`src/rtl/display_pkg.sv`:
```
// Shared types, glyph constants and helpers for the multiplexed 7-segment display.
// Segment vectors are active-high internally, bit order {g,f,e,d,c,b,a}.
package display_pkg;

  typedef logic [3:0] bcd_digit_t;

  localparam logic [6:0] SEG_OFF  = 7'b000_0000;
  localparam logic [6:0] SEG_DASH = 7'b100_0000;

  localparam logic [6:0] SEG_GLYPH [10] = '{
    7'h3F, 7'h06, 7'h5B, 7'h4F, 7'h66,
    7'h6D, 7'h7D, 7'h07, 7'h7F, 7'h6F
  };

  // Codes 10-15 cannot come out of a correct conversion; they render dark.
  function automatic logic [6:0] seg_encode(input bcd_digit_t d);
    logic [6:0] seg;
    case (d)
      4'd0:    seg = SEG_GLYPH[0];
      4'd1:    seg = SEG_GLYPH[1];
      4'd2:    seg = SEG_GLYPH[2];
      4'd3:    seg = SEG_GLYPH[3];
      4'd4:    seg = SEG_GLYPH[4];
      4'd5:    seg = SEG_GLYPH[5];
      4'd6:    seg = SEG_GLYPH[6];
      4'd7:    seg = SEG_GLYPH[7];
      4'd8:    seg = SEG_GLYPH[8];
      4'd9:    seg = SEG_GLYPH[9];
      default: seg = SEG_OFF;
    endcase
    return seg;
  endfunction

  function automatic logic [31:0] pow10(input int n);
    logic [31:0] p;
    p = 32'd1;
    for (int i = 0; i < n; i++) begin
      p = p * 32'd10;
    end
    return p;
  endfunction

  function automatic int max1(input int x);
    return (x < 1) ? 1 : x;
  endfunction

endpackage

```
`src/rtl/bin2bcd_seq.sv`:
```
// Sequential double-dabble converter: one shift per cycle, IN_WIDTH cycles per value.
// done and bcd are valid together in the final busy cycle so the caller can latch atomically.
module bin2bcd_seq
  import display_pkg::*;
#(
  parameter int IN_WIDTH = 14,
  parameter int N_DIGITS = 4
) (
  input  logic                          clk,
  input  logic                          rst_n,
  input  logic                          start,
  input  logic [IN_WIDTH-1:0]           value,
  output logic                          busy,
  output logic                          done,
  output logic                          overflow,
  output bcd_digit_t [N_DIGITS-1:0]     bcd
);

  localparam int               CNT_W    = $clog2(IN_WIDTH + 1);
  localparam logic [31:0]      MAX_VAL  = pow10(N_DIGITS) - 32'd1;
  localparam logic [CNT_W-1:0] CNT_LOAD = CNT_W'(IN_WIDTH);
  localparam logic [CNT_W-1:0] CNT_ONE  = CNT_W'(1);

  logic [IN_WIDTH-1:0]       shift_r;
  bcd_digit_t [N_DIGITS-1:0] work_r;
  bcd_digit_t [N_DIGITS-1:0] adj_s;
  bcd_digit_t [N_DIGITS-1:0] work_next_s;
  logic [4*N_DIGITS:0]       cat_s;
  logic [CNT_W-1:0]          cnt_r;
  logic                      busy_r;
  logic                      ovf_pend_r;

  // Add-3 correction on every digit, then shift in the next binary MSB.
  // Digits above N_DIGITS fall off the top; overflow is judged on the binary value instead.
  always_comb begin
    adj_s = '0;
    for (int i = 0; i < N_DIGITS; i++) begin
      if (work_r[i] >= 4'd5) begin
        adj_s[i] = work_r[i] + 4'd3;
      end else begin
        adj_s[i] = work_r[i];
      end
    end
    cat_s       = {adj_s, shift_r[IN_WIDTH-1]};
    work_next_s = cat_s[4*N_DIGITS-1:0];
  end

  // Capture on start when idle, then step once per cycle until the count expires.
  always_ff @(posedge clk or negedge rst_n) begin
    if (!rst_n) begin
      shift_r    <= '0;
      work_r     <= '0;
      cnt_r      <= '0;
      busy_r     <= 1'b0;
      ovf_pend_r <= 1'b0;
    end else if (!busy_r) begin
      if (start) begin
        shift_r    <= value;
        work_r     <= '0;
        cnt_r      <= CNT_LOAD;
        busy_r     <= 1'b1;
        ovf_pend_r <= (32'(value) > MAX_VAL);
      end
    end else begin
      shift_r <= shift_r << 1'b1;
      work_r  <= work_next_s;
      cnt_r   <= cnt_r - CNT_ONE;
      if (cnt_r == CNT_ONE) begin
        busy_r <= 1'b0;
      end
    end
  end

  assign busy     = busy_r;
  assign done     = busy_r && (cnt_r == CNT_ONE);
  assign overflow = ovf_pend_r;
  assign bcd      = work_next_s;

endmodule

```
`src/rtl/display_7seg_scan_ctrl.sv`:
```
// Binary-to-7-segment multiplexed display controller with leading-zero blanking,
// overflow dashes and whole-display blink.
module display_7seg_scan_ctrl
  import display_pkg::*;
#(
  parameter int N_DIGITS       = 4,
  parameter int IN_WIDTH       = 14,
  parameter int CLK_HZ         = 200_000_000,
  parameter int SCAN_HZ        = 1000,
  parameter int BLINK_HZ       = 2,
  parameter int SEG_ACTIVE_LOW = 1,
  parameter int SEL_ACTIVE_LOW = 1
) (
  input  logic                i_clk,
  input  logic                i_rst_n,
  input  logic [IN_WIDTH-1:0] i_value,
  input  logic                i_load,
  input  logic                i_blank_lz,
  input  logic                i_blink_en,
  output logic                o_busy,
  output logic                o_overflow,
  output logic [6:0]          o_seg,
  output logic [N_DIGITS-1:0] o_disp_sel
);

  localparam int SLOT_CYCLES = max1(CLK_HZ / (SCAN_HZ * N_DIGITS));
  localparam int BLINK_HALF  = max1(CLK_HZ / (2 * BLINK_HZ));
  localparam int SLOT_W      = (SLOT_CYCLES > 1) ? $clog2(SLOT_CYCLES) : 1;
  localparam int BLINK_W     = (BLINK_HALF > 1) ? $clog2(BLINK_HALF) : 1;
  localparam int IDX_W       = $clog2(N_DIGITS);

  localparam logic [SLOT_W-1:0]   SLOT_LAST  = SLOT_W'(SLOT_CYCLES - 1);
  localparam logic [SLOT_W-1:0]   SLOT_ONE   = SLOT_W'(1);
  localparam logic [BLINK_W-1:0]  BLINK_LAST = BLINK_W'(BLINK_HALF - 1);
  localparam logic [BLINK_W-1:0]  BLINK_ONE  = BLINK_W'(1);
  localparam logic [IDX_W-1:0]    IDX_LAST   = IDX_W'(N_DIGITS - 1);
  localparam logic [IDX_W-1:0]    IDX_ONE    = IDX_W'(1);
  localparam logic [6:0]          SEG_XOR    = (SEG_ACTIVE_LOW != 0) ? 7'h7F : 7'h00;
  localparam logic [N_DIGITS-1:0] SEL_XOR    = (SEL_ACTIVE_LOW != 0) ? {N_DIGITS{1'b1}} : {N_DIGITS{1'b0}};

  logic                      conv_busy_s;
  logic                      conv_done_s;
  logic                      conv_ovf_s;
  bcd_digit_t [N_DIGITS-1:0] conv_bcd_s;

  bcd_digit_t [N_DIGITS-1:0] digits_r;
  logic                      ovf_r;
  logic [SLOT_W-1:0]         slot_cnt_r;
  logic [IDX_W-1:0]          idx_r;
  logic [BLINK_W-1:0]        blink_cnt_r;
  logic                      blink_on_r;

  logic [N_DIGITS-1:0]       lead_nz_s;
  bcd_digit_t                cur_digit_s;
  logic                      blank_s;
  logic [6:0]                seg_s;
  logic [N_DIGITS-1:0]       sel_s;

  bin2bcd_seq #(
    .IN_WIDTH (IN_WIDTH),
    .N_DIGITS (N_DIGITS)
  ) u_conv (
    .clk      (i_clk),
    .rst_n    (i_rst_n),
    .start    (i_load),
    .value    (i_value),
    .busy     (conv_busy_s),
    .done     (conv_done_s),
    .overflow (conv_ovf_s),
    .bcd      (conv_bcd_s)
  );

  // Displayed digits and overflow change together, only on the conversion's last step.
  always_ff @(posedge i_clk or negedge i_rst_n) begin
    if (!i_rst_n) begin
      digits_r <= '0;
      ovf_r    <= 1'b0;
    end else if (conv_done_s) begin
      digits_r <= conv_bcd_s;
      ovf_r    <= conv_ovf_s;
    end
  end

  // Slot timer and scan index.
  always_ff @(posedge i_clk or negedge i_rst_n) begin
    if (!i_rst_n) begin
      slot_cnt_r <= '0;
      idx_r      <= '0;
    end else if (slot_cnt_r == SLOT_LAST) begin
      slot_cnt_r <= '0;
      idx_r      <= (idx_r == IDX_LAST) ? '0 : idx_r + IDX_ONE;
    end else begin
      slot_cnt_r <= slot_cnt_r + SLOT_ONE;
    end
  end

  // Blink phase; held in the on phase whenever blinking is disabled.
  always_ff @(posedge i_clk or negedge i_rst_n) begin
    if (!i_rst_n) begin
      blink_cnt_r <= '0;
      blink_on_r  <= 1'b1;
    end else if (!i_blink_en) begin
      blink_cnt_r <= '0;
      blink_on_r  <= 1'b1;
    end else if (blink_cnt_r == BLINK_LAST) begin
      blink_cnt_r <= '0;
      blink_on_r  <= !blink_on_r;
    end else begin
      blink_cnt_r <= blink_cnt_r + BLINK_ONE;
    end
  end

  // lead_nz_s[k] is set when digit k or any more significant digit is non-zero.
  always_comb begin
    lead_nz_s = '0;
    lead_nz_s[N_DIGITS-1] = (digits_r[N_DIGITS-1] != 4'd0);
    for (int k = N_DIGITS - 2; k >= 0; k--) begin
      lead_nz_s[k] = lead_nz_s[k+1] | (digits_r[k] != 4'd0);
    end
  end

  // Glyph and select for the digit currently being scanned.
  always_comb begin
    cur_digit_s = digits_r[idx_r];
    blank_s     = i_blank_lz && (idx_r != '0) && !lead_nz_s[idx_r];
    sel_s       = '0;
    if (ovf_r) begin
      seg_s = SEG_DASH;
    end else if (blank_s) begin
      seg_s = SEG_OFF;
    end else begin
      seg_s = seg_encode(cur_digit_s);
    end
    if (blink_on_r) begin
      sel_s[idx_r] = 1'b1;
    end else begin
      sel_s = '0;
    end
  end

  // Output registers; polarity is applied only here.
  always_ff @(posedge i_clk or negedge i_rst_n) begin
    if (!i_rst_n) begin
      o_seg      <= SEG_OFF ^ SEG_XOR;
      o_disp_sel <= SEL_XOR;
    end else begin
      o_seg      <= seg_s ^ SEG_XOR;
      o_disp_sel <= sel_s ^ SEL_XOR;
    end
  end

  assign o_busy     = conv_busy_s;
  assign o_overflow = ovf_r;

endmodule

```
`config.mk`:
```
export PLATFORM = sky130hd
export DESIGN_NAME = display_7seg_scan_ctrl
export DESIGN_NICKNAME = d
export VERILOG_FILES = /design/src/rtl/display_pkg.sv /design/src/rtl/bin2bcd_seq.sv /design/src/rtl/display_7seg_scan_ctrl.sv
export SDC_FILE = /design/constraint.sdc
export NUM_CORES = 1
export LEC_CHECK = 0
export ABC_AREA = 1
export BUFFER_PORTS_ARGS = -buffer_cell sky130_fd_sc_hd__clkbuf_2
export CAP_MARGIN = 20
export CORE_UTILIZATION = 45
export CTS_BUF_LIST = sky130_fd_sc_hd__clkbuf_8
export CTS_CLUSTER_SIZE = 8
export DETAILED_ROUTE_END_ITERATION = 10
export PLACE_DENSITY = 0.72
export SLEW_MARGIN = 20
export SYNTH_ARGS = -nofsm -noshare
export SYNTH_HDL_FRONTEND = slang
export SYNTH_SLANG_ARGS = --single-unit
```
`constraint.sdc`:
```
create_clock -name i_clk -period 3.3 [get_ports i_clk]
set_input_delay 0.33 -clock i_clk [delete_from_list [all_inputs] [get_ports i_clk]]
set_output_delay 0.33 -clock i_clk [all_outputs]
set_load 0.005 [all_outputs]
```
Yosys cells after proc, flatten, opt, wreduce, memory -nomap -nowiden
Memories as Yosys holds them, arrays and structs flattened.
Index checks and enable logic that the tools add are counted.

cells by class
  add/subtract/negate cells = 8
  magnitude comparators = 7
  eq/ne operators = 5
  multiplexer cells = 28
  bitwise operators = 6
  reductions and logical operators = 13

operators by type and width
  cell                                                                                 count
  26-bit two-way mux                                                                   2
  16-bit two-way mux                                                                   3
  14-bit two-way mux                                                                   2
  4-bit two-way mux                                                                    7
  26-bit by 1-bit adder with 26-bit output, second input constant                      1
  26-bit equality test, second input constant                                          1
  16-bit by 1-bit adder with 16-bit output, second input constant                      1
  16-bit equality test, second input constant                                          1
  4-bit by 3-bit greater-or-equal comparator with 1-bit output, second input constant  4
  4-bit nonzero test                                                                   4
  14-bit > comparator, second input constant                                           1
  7-bit two-way mux                                                                    2
  4-bit by 2-bit adder with 4-bit output, second input constant                        3
  4-bit binary-select mux with 2-bit select                                            1
  1-bit two-way mux                                                                    7
  7-bit NOT                                                                            1
  4-bit by 1-bit equality test with 1-bit output, second input constant                1
  1-bit logical AND                                                                    4
  4-bit NOT                                                                            1
  2-bit nonzero test                                                                   2
  4-bit by 1-bit subtractor with 4-bit output, second input constant                   1
  3-bit by 2-bit adder with 3-bit output, second input constant                        1
  2-bit by 3-bit less-than comparator with 1-bit output, second input constant         1
  3-bit two-way mux                                                                    1
  other kinds (11)                                                                     14

storage, ports and cells
  flip-flop bits (word level) = 109
  memory bits (read-only) = 112
  bits of input ports = 19
  logic and storage cells = 87
  memories = 1

memories
  name             depth  bits a word  read ports  clocked after Yosys merged registers in  write ports  RTL line           source
  (no name shown)  16     7            1           0                                        0            display_pkg.sv:18  case (d)

Longest topological paths before layout
  depth in word-level cells = 11
  depth in mapped cells = 11

Cells and area by module
A second synthesis with hierarchy kept.

unflattened totals
  cell total of the unflattened synthesis = 767
  area total of the unflattened synthesis = 6049.6 µm²

by module, submodules not included
  module                  instances  cells each  area each (µm²)  sequential area each (µm²)
  display_7seg_scan_ctrl  1          511         4037.6           1841.8
  bin2bcd_seq             1          256         2011.9           900.9

Worst setup path before layout
No wires, ideal clock.

  kind = register to register
  start point = register idx_r[1]
  end point = register o_seg[5]
  setup time = 90 ps
  arrival time = 1406 ps
  path slack = 1804 ps
  stages on the path, launching flop included = 9
  clock period less this slack = 1496 ps
  cell sequence = dfrtp_1 > inv_1 > nand3_1 > nand2_1 > inv_1 > ha_1 > nand3b_1 > nand3_1 > nand4_1

on the way
  cells in the longest elaborated chain, start to end = 7

RTL lines
  what                                                                       RTL line                       source
  start, declared                                                            display_7seg_scan_ctrl.sv:49   logic [IDX_W-1:0] idx_r;
  start signal, assigned                                                     display_7seg_scan_ctrl.sv:91   idx_r <= (idx_r == IDX_LAST) ? '0 : idx_r + IDX_ONE;
  parallel branches: the longest is 4 deep, another holds memory 16 x 7 bit  --
  7-bit two-way mux (*)                                                      display_7seg_scan_ctrl.sv:129  end else if (blank_s) begin
  7-bit two-way mux (*)                                                      display_7seg_scan_ctrl.sv:127  if (ovf_r) begin
  7-bit NOT (no line) (*)                                                    --
  end signal, assigned                                                       display_7seg_scan_ctrl.sv:144  o_seg <= SEG_OFF ^ SEG_XOR;
  end signal, assigned                                                       display_7seg_scan_ctrl.sv:147  o_seg <= seg_s ^ SEG_XOR;
  end, declared                                                              display_7seg_scan_ctrl.sv:22   output logic [6:0] o_seg,

Every way passes the cells marked *. The select of a mux whose other input is x is not followed.
A chain may end at the register's enable or synchronous reset.

Worst setup path in the final report
  start point = register u_conv.busy_r (netlist: u_conv.busy)
  end point = register u_conv.ovf_pend_r (netlist: u_conv.overflow)

on the way
  cells in the longest elaborated chain, start to end = 2

RTL lines
  what                           RTL line           source
  start, declared                bin2bcd_seq.sv:30  logic busy_r;
  start signal, assigned         bin2bcd_seq.sv:54  busy_r <= 1'b0;
  start signal, assigned         bin2bcd_seq.sv:61  busy_r <= 1'b1;
  start signal, assigned         bin2bcd_seq.sv:69  busy_r <= 1'b0;
  1-bit NOT (no line)            --
  2-bit AND reduction (no line)  --
  end signal, assigned           bin2bcd_seq.sv:62  ovf_pend_r <= (32'(value) > MAX_VAL);
  end, declared                  bin2bcd_seq.sv:31  logic ovf_pend_r;

No other way between the ends.

==> results_dict.tcl <==
set metrics [dict create \
    status "finished, violations left" \
    violations "DRC, hold timing" \
    vias_per_cell 4.94 \
    fin_skew_ns 0.0128 \
    synthArstFlopShare_pct 100 \
    grt_start_max_net_pins 82 \
    first_pass_iters 8 \
    wirelength_mm 11.5 \
    chipWidth_um 116 \
    seq_area_frac_synth_pct 47.2 \
    clk_latency_ns 0.38 \
    antenna_found_initial 0 \
    crit_slowest_cell "dfrtp_1" \
    reg2reg_to "u_conv.overflow" \
    dieArea_sq_um 13400 \
    multi_input_area_sq_um 2670 \
    crit_fanout 21 \
    period_needed_ns 2.25 \
    yosys_warnings 0 \
    avgRoutedWirePerCell_um 12.3 \
    ys_types 39 \
    final_common_cell "nand2_1" \
    tns_ns 0 \
    drtIter0Drc 337 \
    core.rowCount 41 \
    synthCells 727 \
    syn-num-nets 767 \
    synth-edff-count 0 \
    ant_nets 0 \
    dp.cells 917 \
    peakVddDrop_uv 384 \
    htreeDepth 3 \
    track_usage_pct 19.2 \
    crit_top_cell "nand2_1" \
    cp-start-kind "flip-flop" \
    final_cell_mix "204 x nand2_1, 97 x nor2_1, 97 x dfrtp_1" \
    core_area_sq_um 12600 \
    cts_root_buf "clkbuf_8" \
    crit_arrival_ns 2.59 \
    rsz0062_at_grt "false" \
    r2r_cells 6 \
    drive_gt1_share_pct 13.4 \
    clock.fmax_mhz 444 \
    slew_headroom_pct 49.8 \
    dp_hpwl_mm 8.39 \
    critical_path_required_ns 3.64 \
    synth-main-ff-cell "dfrtp_1" \
    regArea_sq_um 2740 \
    cp-end-kind "flip-flop" \
    grt_pass1_wl_mm 20.0 \
    crit_type "reg -> reg" \
    grt_overflow 0 \
    io_pins 32 \
    syn_area_sq_um 5810 \
    cts_buffers 9 \
    drv_cap 0 \
    hold_violations 35 \
    fillCellCount 1241 \
    p_leak_nw 2.99 \
    antenna_cells 0 \
    r2r_start "u_conv.busy" \
    maxSlewViolCount 0 \
    p_per_area_nw_per_um2 656 \
    dpl_cell_area_sq_um 6110 \
    worst_hold_slack_ns -0.0475 \
    r2r_slack_ns 1.05 \
    die_h_um 116 \
    crit_chain "inv_1, nand2_1, inv_1, nand2_1, a31o_2, nand2_1" \
    port_buffers 31 \
    fin_area_sq_um 6300 \
    place_congestion 0.872 \
    cts_hold_buf 0 \
    ctsResizeCount 0 \
    vias 4610 \
    period_share_pct 68.2 \
    setup_viol 0 \
    grt_pass1_vias 4339 \
    syn_to_final_growth_pct 8.31 \
    avgSynthCellArea_sq_um 8.00 \
    p_total_w 0.00413 \
    drc 2 \
    clock-sinks 109 \
    stdcell_count 933 \
    final_nets 796 \
    clk_path_buf_depth 2 \
    synth-seq-cells 109 \
    start_util_pct 46.1 \
    worst-slew-pin-transition_ns 0.752 \
    cts_tree "yes" \
    clk_pin_slew_ns 0.10 \
    hold_class "in -> async" \
    cts_setup_buffers 0 \
    critPathMaxStageDelay_ns 0.61 \
]
[kinds of logic after synthesis]
family / after synthesis / synth area share (%)
DFF: 109 / 47.2
xor gates and xnor gates: 24 / 3.62
buffers and inverters: 96 / 6.84
adders and majority gates: 21 / 4.52
AOI/OAI and AO/OA: 75 / 7.62
and+or+nand+nor: 402 / 30.2
[power breakdown]
part	switching (W)	leakage [nW]	total, W	internal [W]
Combinational	0.000878	1.50	0.00140	0.000526
Sequential	0.000244	1.39	0.00196	0.00172
Clock	0.000463	0.101	0.000765	0.000302
[per-layer routing]
| metal | vias up | routed length (um) | track usage (%) |
|---|---|---|---|
| li1 | 2365 | - | - |
| met1 | 2139 | 5590 | 25.7 |
| met2 | 92 | 5220 | 30.5 |
| met3 | 14 | 504 | 5.65 |
| met4 | 0 | 163 | 5.13 |
| met5 | - | 0 | 0 |
[critical path: cells and delay by family, from the launching register on]
kind / cells / cell delay (ns)
flops: 1 / 0.61
buf+inv: 2 / 0.91
simple gates: 3 / 0.46
compound gates: 1 / 0.23
[area by class of cell]
class	count	area share, %
repair buffers	33	2.80
clock buffers	10	2.19
multi-input cells	522	42.5
clock inverters	6	0.755
well taps	172	3.42
inverters	81	4.83
flip-flops and latches	109	43.6
[sequential cells by signal, summed over array words and instances, names as in the netlist, 2 cells and up]
signal	count
digits_r	16
blink_cnt_r	26
u_conv.shift_r	14
u_conv.cnt_r	4
o_disp_sel	4
o_seg	7
u_conv.work_r	16
idx_r	2
slot_cnt_r	16
[synthesized netlist by cell type (2+ instances only)]
| cell | number | area share [%] |
|---|---|---|
| o211ai_1 | 4 | 0.52 |
| clkbuf_1 | 4 | 0.26 |
| xor2_1 | 16 | 2.4 |
| nor2_4 | 3 | 0.58 |
| nand3b_1 | 3 | 0.39 |
| nor2_2 | 17 | 1.8 |
| ha_1 | 21 | 4.5 |
| nand3_2 | 5 | 0.86 |
| o221ai_1 | 3 | 0.45 |
| or2_2 | 2 | 0.22 |
| nand2_1 | 204 | 13 |
| dfstp_2 | 12 | 5.4 |
| nand2_2 | 6 | 0.65 |
| inv_2 | 3 | 0.19 |
| inv_1 | 78 | 5.0 |
| buf_2 | 8 | 0.69 |
| xnor2_1 | 8 | 1.2 |
| o22ai_1 | 16 | 1.7 |
| nand4_1 | 9 | 0.97 |
| nand3_1 | 42 | 3.6 |
| nor3_1 | 9 | 0.77 |
| o21ai_1 | 2 | 0.17 |
| nor2_1 | 97 | 6.3 |
| a21oi_1 | 4 | 0.34 |
| dfrtp_1 | 97 | 42 |
| a22oi_1 | 5 | 0.65 |
| o21ai_0 | 37 | 3.2 |
[worst max path at each step]
| stage | start | slack [ns] | to | cells past startpoint |
|---|---|---|---|---|
| 2_1_floorplan | idx_r[1] | 1.80 | o_seg[5] | 8 |
| 3_3_place_gp | u_conv.busy | 1.08 | u_conv.overflow | 6 |
| 3_5_place_dp | u_conv.busy | 1.03 | u_conv.overflow | 6 |
| 4_1_cts | u_conv.busy | 1.01 | u_conv.overflow | 6 |
| 5_1_grt | u_conv.busy | 0.78 | digits_r[11] | 4 |
| 6_report | u_conv.busy | 1.05 | u_conv.overflow | 6 |
[through the flow]
stage | hold WS, ns | util, % | worst slack, ns
floorplan | 0.0344 | - | 1.80
global placement | 0.463 | 48.4 | 1.08
detailed placement | 0.463 | 48.4 | 1.03
CTS | 0.108 | 49.9 | 1.01
global route | 0.0146 | 49.9 | 0.778
finish | -0.0475 | 49.9 | 1.05
Note: power is estimated with default switching activity, not from simulation.
